File: src/rtl/hs_pkg.sv
// hs_pkg: shared FSM state type and region-table entry geometry for the upload reader.
package hs_pkg;
    typedef enum logic [2:0] {IDLE, PAUSE, FETCH, WAITDATA, HOLD, DONE} state_t;
    localparam int ENTRY_BYTES = 4;
endpackage

File: src/rtl/hs_cfg_table.sv
// hs_cfg_table: region table, one byte-lane write port and one asynchronous read port.
module hs_cfg_table #(
    parameter int ENTRIES = 8,
    parameter int AW = 3
) (
    input  logic          clk,
    input  logic          we,
    input  logic [AW-1:0] waddr,
    input  logic [1:0]    wbyte,
    input  logic [7:0]    wdata,
    input  logic [AW-1:0] raddr,
    output logic [31:0]   rdata
);
    logic [31:0] mem [ENTRIES];

    // byte 0 of an entry is the most significant byte
    always_ff @(posedge clk)
        if (we) mem[waddr][{~wbyte, 3'b000} +: 8] <= wdata;

    assign rdata = mem[raddr];
endmodule

File: src/rtl/hs_upload_reader.sv
// hs_upload_reader: streams game RAM regions listed in a loaded table out over ioctl upload.
// Define HS_UPLOAD_CHECKSUM_EN to append a two's-complement checksum byte after the last region.
module hs_upload_reader import hs_pkg::*; #(
    parameter int HS_ADDRESSWIDTH = 16,
    parameter int CFG_ENTRIES = 8,
    parameter int RAM_LATENCY = 2,
    parameter int UPLOAD_INDEX = 4
) (
    input  logic                       clk_sys,
    input  logic                       reset,
    input  logic                       ioctl_download,
    input  logic                       ioctl_upload,
    input  logic                       ioctl_wr,
    input  logic                       ioctl_rd,
    input  logic [7:0]                 ioctl_index,
    input  logic [24:0]                ioctl_addr,
    input  logic [7:0]                 ioctl_dout,
    output logic [7:0]                 ioctl_din,
    output logic [HS_ADDRESSWIDTH-1:0] ram_address,
    output logic                       ram_intent_read,
    input  logic [7:0]                 data_from_ram,
    output logic                       pause_cpu,
    input  logic                       paused,
    output logic                       configured
);
    localparam int EW = CFG_ENTRIES > 1 ? $clog2(CFG_ENTRIES) : 1;
    localparam int CW = RAM_LATENCY > 1 ? $clog2(RAM_LATENCY) : 1;
    localparam int BW = $clog2(ENTRY_BYTES);

    state_t state;
    logic upload_q;
    logic [EW-1:0] last, ptr;
    logic [15:0] offset;
    logic [CW-1:0] cnt;
    logic [31:0] entry;
`ifdef HS_UPLOAD_CHECKSUM_EN
    logic [7:0] sum;
    logic csum;
`endif

    wire [EW-1:0] wentry = ioctl_addr[EW+BW-1:BW];
    wire wr_en = ioctl_download && ioctl_wr && ioctl_index == 8'(UPLOAD_INDEX) &&
                 (ioctl_addr >> BW) < 25'(CFG_ENTRIES);
    wire [HS_ADDRESSWIDTH-1:0] ram_next = HS_ADDRESSWIDTH'(32'(entry[31:16]) + 32'(offset));
    wire last_byte = offset == entry[15:0];
    wire last_entry = ptr == last;

    hs_cfg_table #(.ENTRIES(CFG_ENTRIES), .AW(EW)) u_table (
        .clk(clk_sys), .we(wr_en), .waddr(wentry), .wbyte(ioctl_addr[1:0]),
        .wdata(ioctl_dout), .raddr(ptr), .rdata(entry)
    );

    always_ff @(posedge clk_sys) begin
        upload_q <= ioctl_upload;
        if (reset) begin
            configured <= 1'b0;
            last <= '0;
        end else if (wr_en) begin
            configured <= 1'b1;
            if (!configured || wentry > last) last <= wentry;
        end
    end

    always_ff @(posedge clk_sys) begin
        if (reset) begin
            state <= IDLE;
            ioctl_din <= '0;
            ram_address <= '0;
            ram_intent_read <= 1'b0;
            pause_cpu <= 1'b0;
            ptr <= '0;
            offset <= '0;
            cnt <= '0;
`ifdef HS_UPLOAD_CHECKSUM_EN
            sum <= '0;
            csum <= 1'b0;
`endif
        end else if (state != IDLE && state != DONE && !ioctl_upload) begin
            state <= DONE;
            ram_intent_read <= 1'b0;
        end else begin
            case (state)
                IDLE:
                    if (ioctl_upload && !upload_q && ioctl_index == 8'(UPLOAD_INDEX) && configured) begin
                        state <= PAUSE;
                        pause_cpu <= 1'b1;
                        ptr <= '0;
                        offset <= '0;
`ifdef HS_UPLOAD_CHECKSUM_EN
                        sum <= '0;
                        csum <= 1'b0;
`endif
                    end
                PAUSE:
                    if (paused) state <= FETCH;
                FETCH:
                    if (!paused) state <= PAUSE;
                    else begin
                        ram_address <= ram_next;
                        ram_intent_read <= 1'b1;
                        cnt <= '0;
                        state <= WAITDATA;
                    end
                WAITDATA:
                    // losing the halt mid-read restarts the same byte from PAUSE
                    if (!paused) begin
                        state <= PAUSE;
                        ram_intent_read <= 1'b0;
                    end else if (cnt == CW'(RAM_LATENCY - 1)) begin
                        ram_intent_read <= 1'b0;
                        ioctl_din <= data_from_ram;
`ifdef HS_UPLOAD_CHECKSUM_EN
                        sum <= sum + data_from_ram;
`endif
                        state <= HOLD;
                    end else cnt <= cnt + 1'b1;
                HOLD:
                    if (ioctl_rd) begin
`ifdef HS_UPLOAD_CHECKSUM_EN
                        if (csum) state <= DONE; else
`endif
                        if (!last_byte) begin
                            offset <= offset + 16'd1;
                            state <= FETCH;
                        end else if (!last_entry) begin
                            ptr <= ptr + 1'b1;
                            offset <= '0;
                            state <= FETCH;
                        end else begin
`ifdef HS_UPLOAD_CHECKSUM_EN
                            csum <= 1'b1;
                            ioctl_din <= 8'd0 - sum;
`else
                            state <= DONE;
`endif
                        end
                    end
                DONE: begin
                    pause_cpu <= 1'b0;
                    ioctl_din <= '0;
                    state <= IDLE;
                end
                default: state <= IDLE;
            endcase
        end
    end
endmodule
File: config.mk
export PLATFORM = sky130hd
export DESIGN_NAME = hs_upload_reader
export DESIGN_NICKNAME = d
export VERILOG_FILES = /design/src/rtl/hs_pkg.sv /design/src/rtl/hs_cfg_table.sv /design/src/rtl/hs_upload_reader.sv
export SDC_FILE = /design/constraint.sdc
export NUM_CORES = 1
export LEC_CHECK = 0
export CAP_MARGIN = 5
export CORE_MARGIN = 10
export CORE_UTILIZATION = 30
export CTS_BUF_LIST = sky130_fd_sc_hd__clkbuf_4 sky130_fd_sc_hd__clkbuf_8
export DETAILED_ROUTE_END_ITERATION = 16
export PLACE_DENSITY_LB_ADDON = 0.15
export SETUP_SLACK_MARGIN = 0.1
export SLEW_MARGIN = 20
export SYNTH_ARGS = -nofsm -noshare
export SYNTH_HDL_FRONTEND = slang
export SYNTH_HIERARCHICAL = 1
export SYNTH_SLANG_ARGS = --single-unit
File: constraint.sdc
create_clock -name clk_sys -period 3.7 [get_ports clk_sys]
set_clock_uncertainty 0.15 [all_clocks]
set_input_delay 0.74 -clock clk_sys [delete_from_list [all_inputs] [get_ports clk_sys]]
set_output_delay 0.74 -clock clk_sys [all_outputs]
set_load 0.02 [all_outputs]
==> metrics.cfg, run 1 <==
[setup_path]
required_ns = 4.09
worstPathArrival_ns = 3.87
critPathLaunchType = flop
crit_type = reg2reg
worst-path-max-fanout = 17
r2r_setup_slack_ns = 0.22
worst_r2r_path_depth = 12
end_kind = flop

[power_and_ir_drop]
p_per_area_nw_per_um2 = 408
irDropWorstVdd_uv = 239
leakage_nw = 4.94

[job]
cap_violations = 0

[global_route]
overflow = 0
grt_usage = 0.132
grt_max_degree = 34
grt_pass1_wl_um = 55800
grt_pass1_vias = 8810
antenna_found_initial = 2

[placed_design]
numPortBuffers = 82
dp_hpwl_um = 25300
place.gp.congestion = 0.749
dp_slack_ns = -0.263

[routing]
ant_nets = 0
drt_iter0_markers = 467
wirelength_um = 37100
avgViaCountPerCell = 4.87
wl_per_cell_um = 21.6
num_vias = 8390
drtPass1Iterations = 6
drc = 0

[synth]
yosys-top-cells-area = edfxtp_1, dfxtp_1, mux4_1, mux4_2, mux2_2
ys_seq_area_frac = 0.633
netlist_area_um2 = 13800
synth_seq_cells = 310
syn-instance-count = 896
synth_nets = 978
synth_top_area_cell = edfxtp_1
ys_warn_count = 6
synth_edf_count = 256
synth.avg_cell_area_um2 = 15.5
synth_most_common_cell = edfxtp_1
synth_common_cells = edfxtp_1, dfxtp_1, nor2_1
synth.distinct_cells = 68
synth_flop_cell = edfxtp_1
synthArstFlopShare = 0
yosysTopAreaCellShare = 0.555

[sta]
max_freq_mhz = 287
finalSetupViolCount = 0
hold_viol_final = 0
tightest_slew_ns = 0.775
relSlewSlack = 0.483
fin_ws_ns = 0.221
fin_tns_setup_ns = 0
period_share = 0.940
slew_viol_final = 0
rsz0062_at_grt = true
period_needed_ns = 3.48

[cells_and_area]
register_area_um2 = 8770
areaGrowthSynthToFinish_pct = 23.7
final_nets = 1165
diodes = 0
multiInputGateArea_um2 = 4900
fillers = 4422
drive_gt1_frac = 0.240

[floorplan]
ioPinCount = 83
core_um2 = 45500
fp.dieArea_um2 = 55200
die_y_um = 235
fp.dieW_um = 235
start_util = 0.305
std_cell_rows = 78

[clock_network]
cts_root_buf = clkbuf_8
cts_tree = yes
h-tree-depth = 2
ctsHoldBuffers = 0
cts_inserted_buffers = 53
clk_pin_slew_ns = 0.05
clockBufferDepth = 3
clkSinkCount = 310
worstSkewPairLatency_ns = 0.64

[hold_path]
hold_path_depth = 2
hold_path_class = reg2reg

[outcome]
outcome = completed

==> final timing paths <==
path                 from           end
max                ptr[0]        ptr[0]
min          ioctl_din[2]  ioctl_din[2]
max reg2reg        ptr[0]        ptr[0]
min reg2reg  ioctl_din[2]  ioctl_din[2]
==> cell usage in the layout (no fill, tap or decap), types with 5 or more instances in the layout <==
master,netlist,routed
a21oi_1,37,37
and2_1,34,34
and3_1,10,10
buf_12,0,7
buf_4,0,77
clkbuf_4,0,17
clkbuf_8,0,53
clkdlybuf4s50_1,0,81
clkinv_1,0,12
clkinv_2,0,7
dfxtp_1,54,51
edfxtp_1,256,256
ha_1,25,20
inv_1,21,21
mux2_2,32,28
mux2i_1,10,10
mux4_1,40,33
mux4_2,24,31
nand2_1,40,40
nand3_1,32,32
nand3b_1,10,10
nand4_1,8,8
nor2_1,53,53
nor2b_1,8,7
nor3_1,9,9
nor4_1,15,14
o21a_1,5,5
o21ai_0,19,19
o21bai_1,5,5
o31ai_1,8,7
or3_1,9,8
or4_1,6,6
xnor2_1,5,5
xor2_1,21,19
==> layout make-up <==
class                           instances  share of cell area
Inverter                               21             0.00460
Clock inverter                         25              0.0106
Clock buffer                           70              0.0500
Multi-Input combinational cell        529               0.286
Tap cell                              600              0.0438
Timing Repair Buffer                  168              0.0926
Sequential cell                       310               0.512
==> registers in the layout, summed over array words and instances (netlist names), 3 cells and up <==
| name | flops |
|---|---|
| last | 3 |
| u_table/mem | 256 |
| offset | 16 |
| ioctl_din | 8 |
| ram_address | 16 |
| ptr | 3 |
| state | 3 |
==> worst max-delay path, stage by stage (launching register included) <==
cell and delay (ns):
dfxtp_4 0.41, buf_12 0.12, buf_16 0.16, mux4_1 0.56, mux2_2 0.31, xor2_1 0.17, nor4_4 0.38, buf_4 0.17
and4_4 0.23, o221ai_2 0.11, buf_4 0.20, or3_1 0.30, a21oi_1 0.11
==> what timing repair did <==
action	CTS	global route
gates cloned	0	1
setup endpoints to repair	22	18
pin swaps	0	6
buffers inserted	3	6
resized for setup	2	30
==> power by group <==
group | total (W) | switching (W) | internal (W)
registers | 0.00376 | 0.0000000853 | 0.00376
logic | 0.000166 | 0.0000910 | 0.0000754
clock network | 0.00306 | 0.00140 | 0.00166
==> cells by family (layout without fill, tap and decap cells) <==
family | Yosys count | count (layout) | share of synthesized area
simple gates | 259 | 259 | 0.104
compound gates | 112 | 112 | 0.0540
xor+xnor | 26 | 26 | 0.0164
buf+inv | 57 | 284 | 0.0201
fa+ha+maj | 26 | 26 | 0.0240
flops | 310 | 310 | 0.633
mux | 106 | 106 | 0.148
==> per-layer routing <==
| metal | up-vias | share of wire | GRT usage |
|---|---|---|---|
| met1 | 4213 | 0.45 | 0.171 |
| met5 | - | 0 | 0 |
| met3 | 57 | 0.049 | 0.0319 |
| met2 | 186 | 0.47 | 0.210 |
| met4 | 0 | 0.028 | 0.0489 |
| li1 | 3934 | - | - |
==> per-stage QoR <==
stage               instance area, um^2  power [W]  hold WS, ns  cells  utilization
floorplan                         13800    0.00388        0.303    896            -
global placement                  15900    0.00400        0.289   1618        0.349
detailed placement                15900    0.00400        0.296   1618        0.349
CTS                               16900    0.00711        0.305   1716        0.372
global route                      17100    0.00729        0.322   1723        0.377
finish                            17100    0.00698        0.299   1723        0.377
No activity file was read; power rests on OpenSTA's default activity.
==> run 2, diff against run 1 <==
CORE_MARGIN = 8   (was 10)
==> metrics.cfg, run 2 (synthesis gave the netlist of run 1 again) <==
[clock_network]
worstSkewPairLatency_ns = 0.65
h-tree-depth = 2
clkSinkCount = 310
cts_root_buf = clkbuf_8
clockBufferDepth = 3
cts_tree = yes
cts_inserted_buffers = 55
clk_pin_slew_ns = 0.06

[floorplan]
std_cell_rows = 78
core_um2 = 45500
start_util = 0.305
ioPinCount = 83
fp.dieW_um = 231
fp.dieArea_um2 = 53300
die_y_um = 231

[setup_path]
cpPeakStageDelay_ns = 0.56
critPathBufInv = 1
required_ns = 4.10
end_kind = flop
crit_chain = buf_12 -> mux4_1 -> mux2_2 -> ha_1 -> and3_1 -> a221o_1 -> o21a_1 -> o311ai_1 -> nand4_1 -> a311oi_1
worstPathArrival_ns = 3.97
critPathLaunchType = flop
crit_type = reg2reg
crit_slowest_cell = mux4_1
worst-path-max-fanout = 16
crit_path_start = ptr[0]
worstReg2RegStart = ptr[0]
crit_family = compound AO/OA/AOI/OAI gates

[sta]
tightest_slew_ns = 0.569
relSlewSlack = 0.617
finalSetupViolCount = 0
hold_viol_final = 0
period_share = 0.966
rsz0062_at_grt = true
fin_tns_setup_ns = 0
max_freq_mhz = 280
slew_viol_final = 0
hold_ws_ns = 0.299
period_needed_ns = 3.57

[outcome]
outcome = completed

[power_and_ir_drop]
p_per_area_nw_per_um2 = 415
p_comb_frac = 0.024
irDropWorstVdd_uv = 233
seqPwrFrac = 0.529
power_frac_clock = 0.447
leakage_nw = 4.92
p_sw_frac = 0.217
power.switching_w = 0.00154
p_int_w = 0.00556

[global_route]
grt_max_degree = 32
grt_pass1_vias = 8673
overflow = 0
grt_usage = 0.137
grt_pass1_wl_um = 54900
antenna_found_initial = 4

[hold_path]
hp-start = ioctl_din[0]
hold_path_class = reg2reg

[routing]
drt_iter0_markers = 561
drc = 0
ant_nets = 0
drtPass1Iterations = 4
wirelength_um = 37000
wl_per_cell_um = 21.4
avgViaCountPerCell = 4.87
num_vias = 8399

[placed_design]
numPortBuffers = 82
place.gp.congestion = 0.790
dp_hpwl_um = 25500

[cells_and_area]
largest_reg_flops = 256
final_nets = 1164
drive_gt1_frac = 0.221
final_cell_mix = edfxtp_1, clkdlybuf4s50_1, buf_4, clkbuf_8, nor2_1
top_regs = u_table/mem (256), offset (16), ram_address (16)
areaGrowthSynthToFinish_pct = 23.4
top_register = u_table/mem
final_common_cell = edfxtp_1

[job]
cap_violations = 0

run 2: cell types whose count changed in the layout (fill, tap and decap cells not counted), moves of 5 or more:
cell,delta
clkinv_1,+6
ha_1,+5
mux4_2,-7
mux4_1,+7
clkbuf_4,-5
run 2: what timing repair did:
item | CTS | global route
hold buffers | 0 | 0
setup endpoints to repair | 17 | 8
hold endpoints to repair | 0 | 0
setup buffers | 2 | 0
gates resized for setup | 0 | 6
pin swaps | 0 | 1
run 2: through the flow:
| step | instances | utilization | setup slack (ns) | power, W | cell area (um^2) |
|---|---|---|---|---|---|
| 2_1_floorplan | 896 | - | 0.182 | 0.00388 | 13800 |
| 3_3_place_gp | 1623 | 0.351 | 0.0419 | 0.00400 | 15900 |
| 3_5_place_dp | 1623 | 0.351 | -0.000842 | 0.00400 | 15900 |
| 4_1_cts | 1725 | 0.375 | 0.103 | 0.00722 | 17100 |
| 5_1_grt | 1725 | 0.376 | -0.0296 | 0.00737 | 17100 |
| 6_report | 1726 | 0.376 | 0.126 | 0.00710 | 17100 |
run 2: layout make-up:
| class | instances | area, um^2 |
|---|---|---|
| multi-input cells | 529 | 4830 |
| clock inverters | 33 | 243 |
| flip-flops and latches | 310 | 8770 |
| fillers | 4379 | 28400 |
| diodes | 1 | 2.50 |
| repair buffers | 165 | 1560 |
| clock buffers | 67 | 847 |
| well taps | 600 | 751 |
| inverters | 21 | 78.8 |
run 2: power by group through the flow:
stage               combinational [W]  clock, W  sequential [W]
global placement             0.000168         0         0.00383
finish                       0.000168   0.00318         0.00376
floorplan                   0.0000537         0         0.00383
global route                 0.000182   0.00343         0.00375
CTS                          0.000171   0.00329         0.00375
detailed placement           0.000170         0         0.00383
run 2: worst paths after layout:
kind / end / slack, ns / cells after the start
max: ram_address[15] / 0.13 / 10
min: ioctl_din[0] / 0.30 / 2
max reg2reg: ram_address[15] / 0.13 / 10
min reg2reg: ioctl_din[0] / 0.30 / 2
run 2: worst min-delay path, delay by kind of cell, from the launching register on:
kind             cells  cell delay, ns
flip-flops           1            0.31
AO/OA/AOI/OAI        1            0.05
AND/OR/NAND/NOR      1            0.05
run 2: metal layers:
metal	part of all wire	GRT usage	vias to the layer above
met4	0.026	0.0487	0
li1	-	-	3951
met1	0.47	0.186	4187
met5	0	0	-
met2	0.46	0.219	192
met3	0.048	0.0247	69
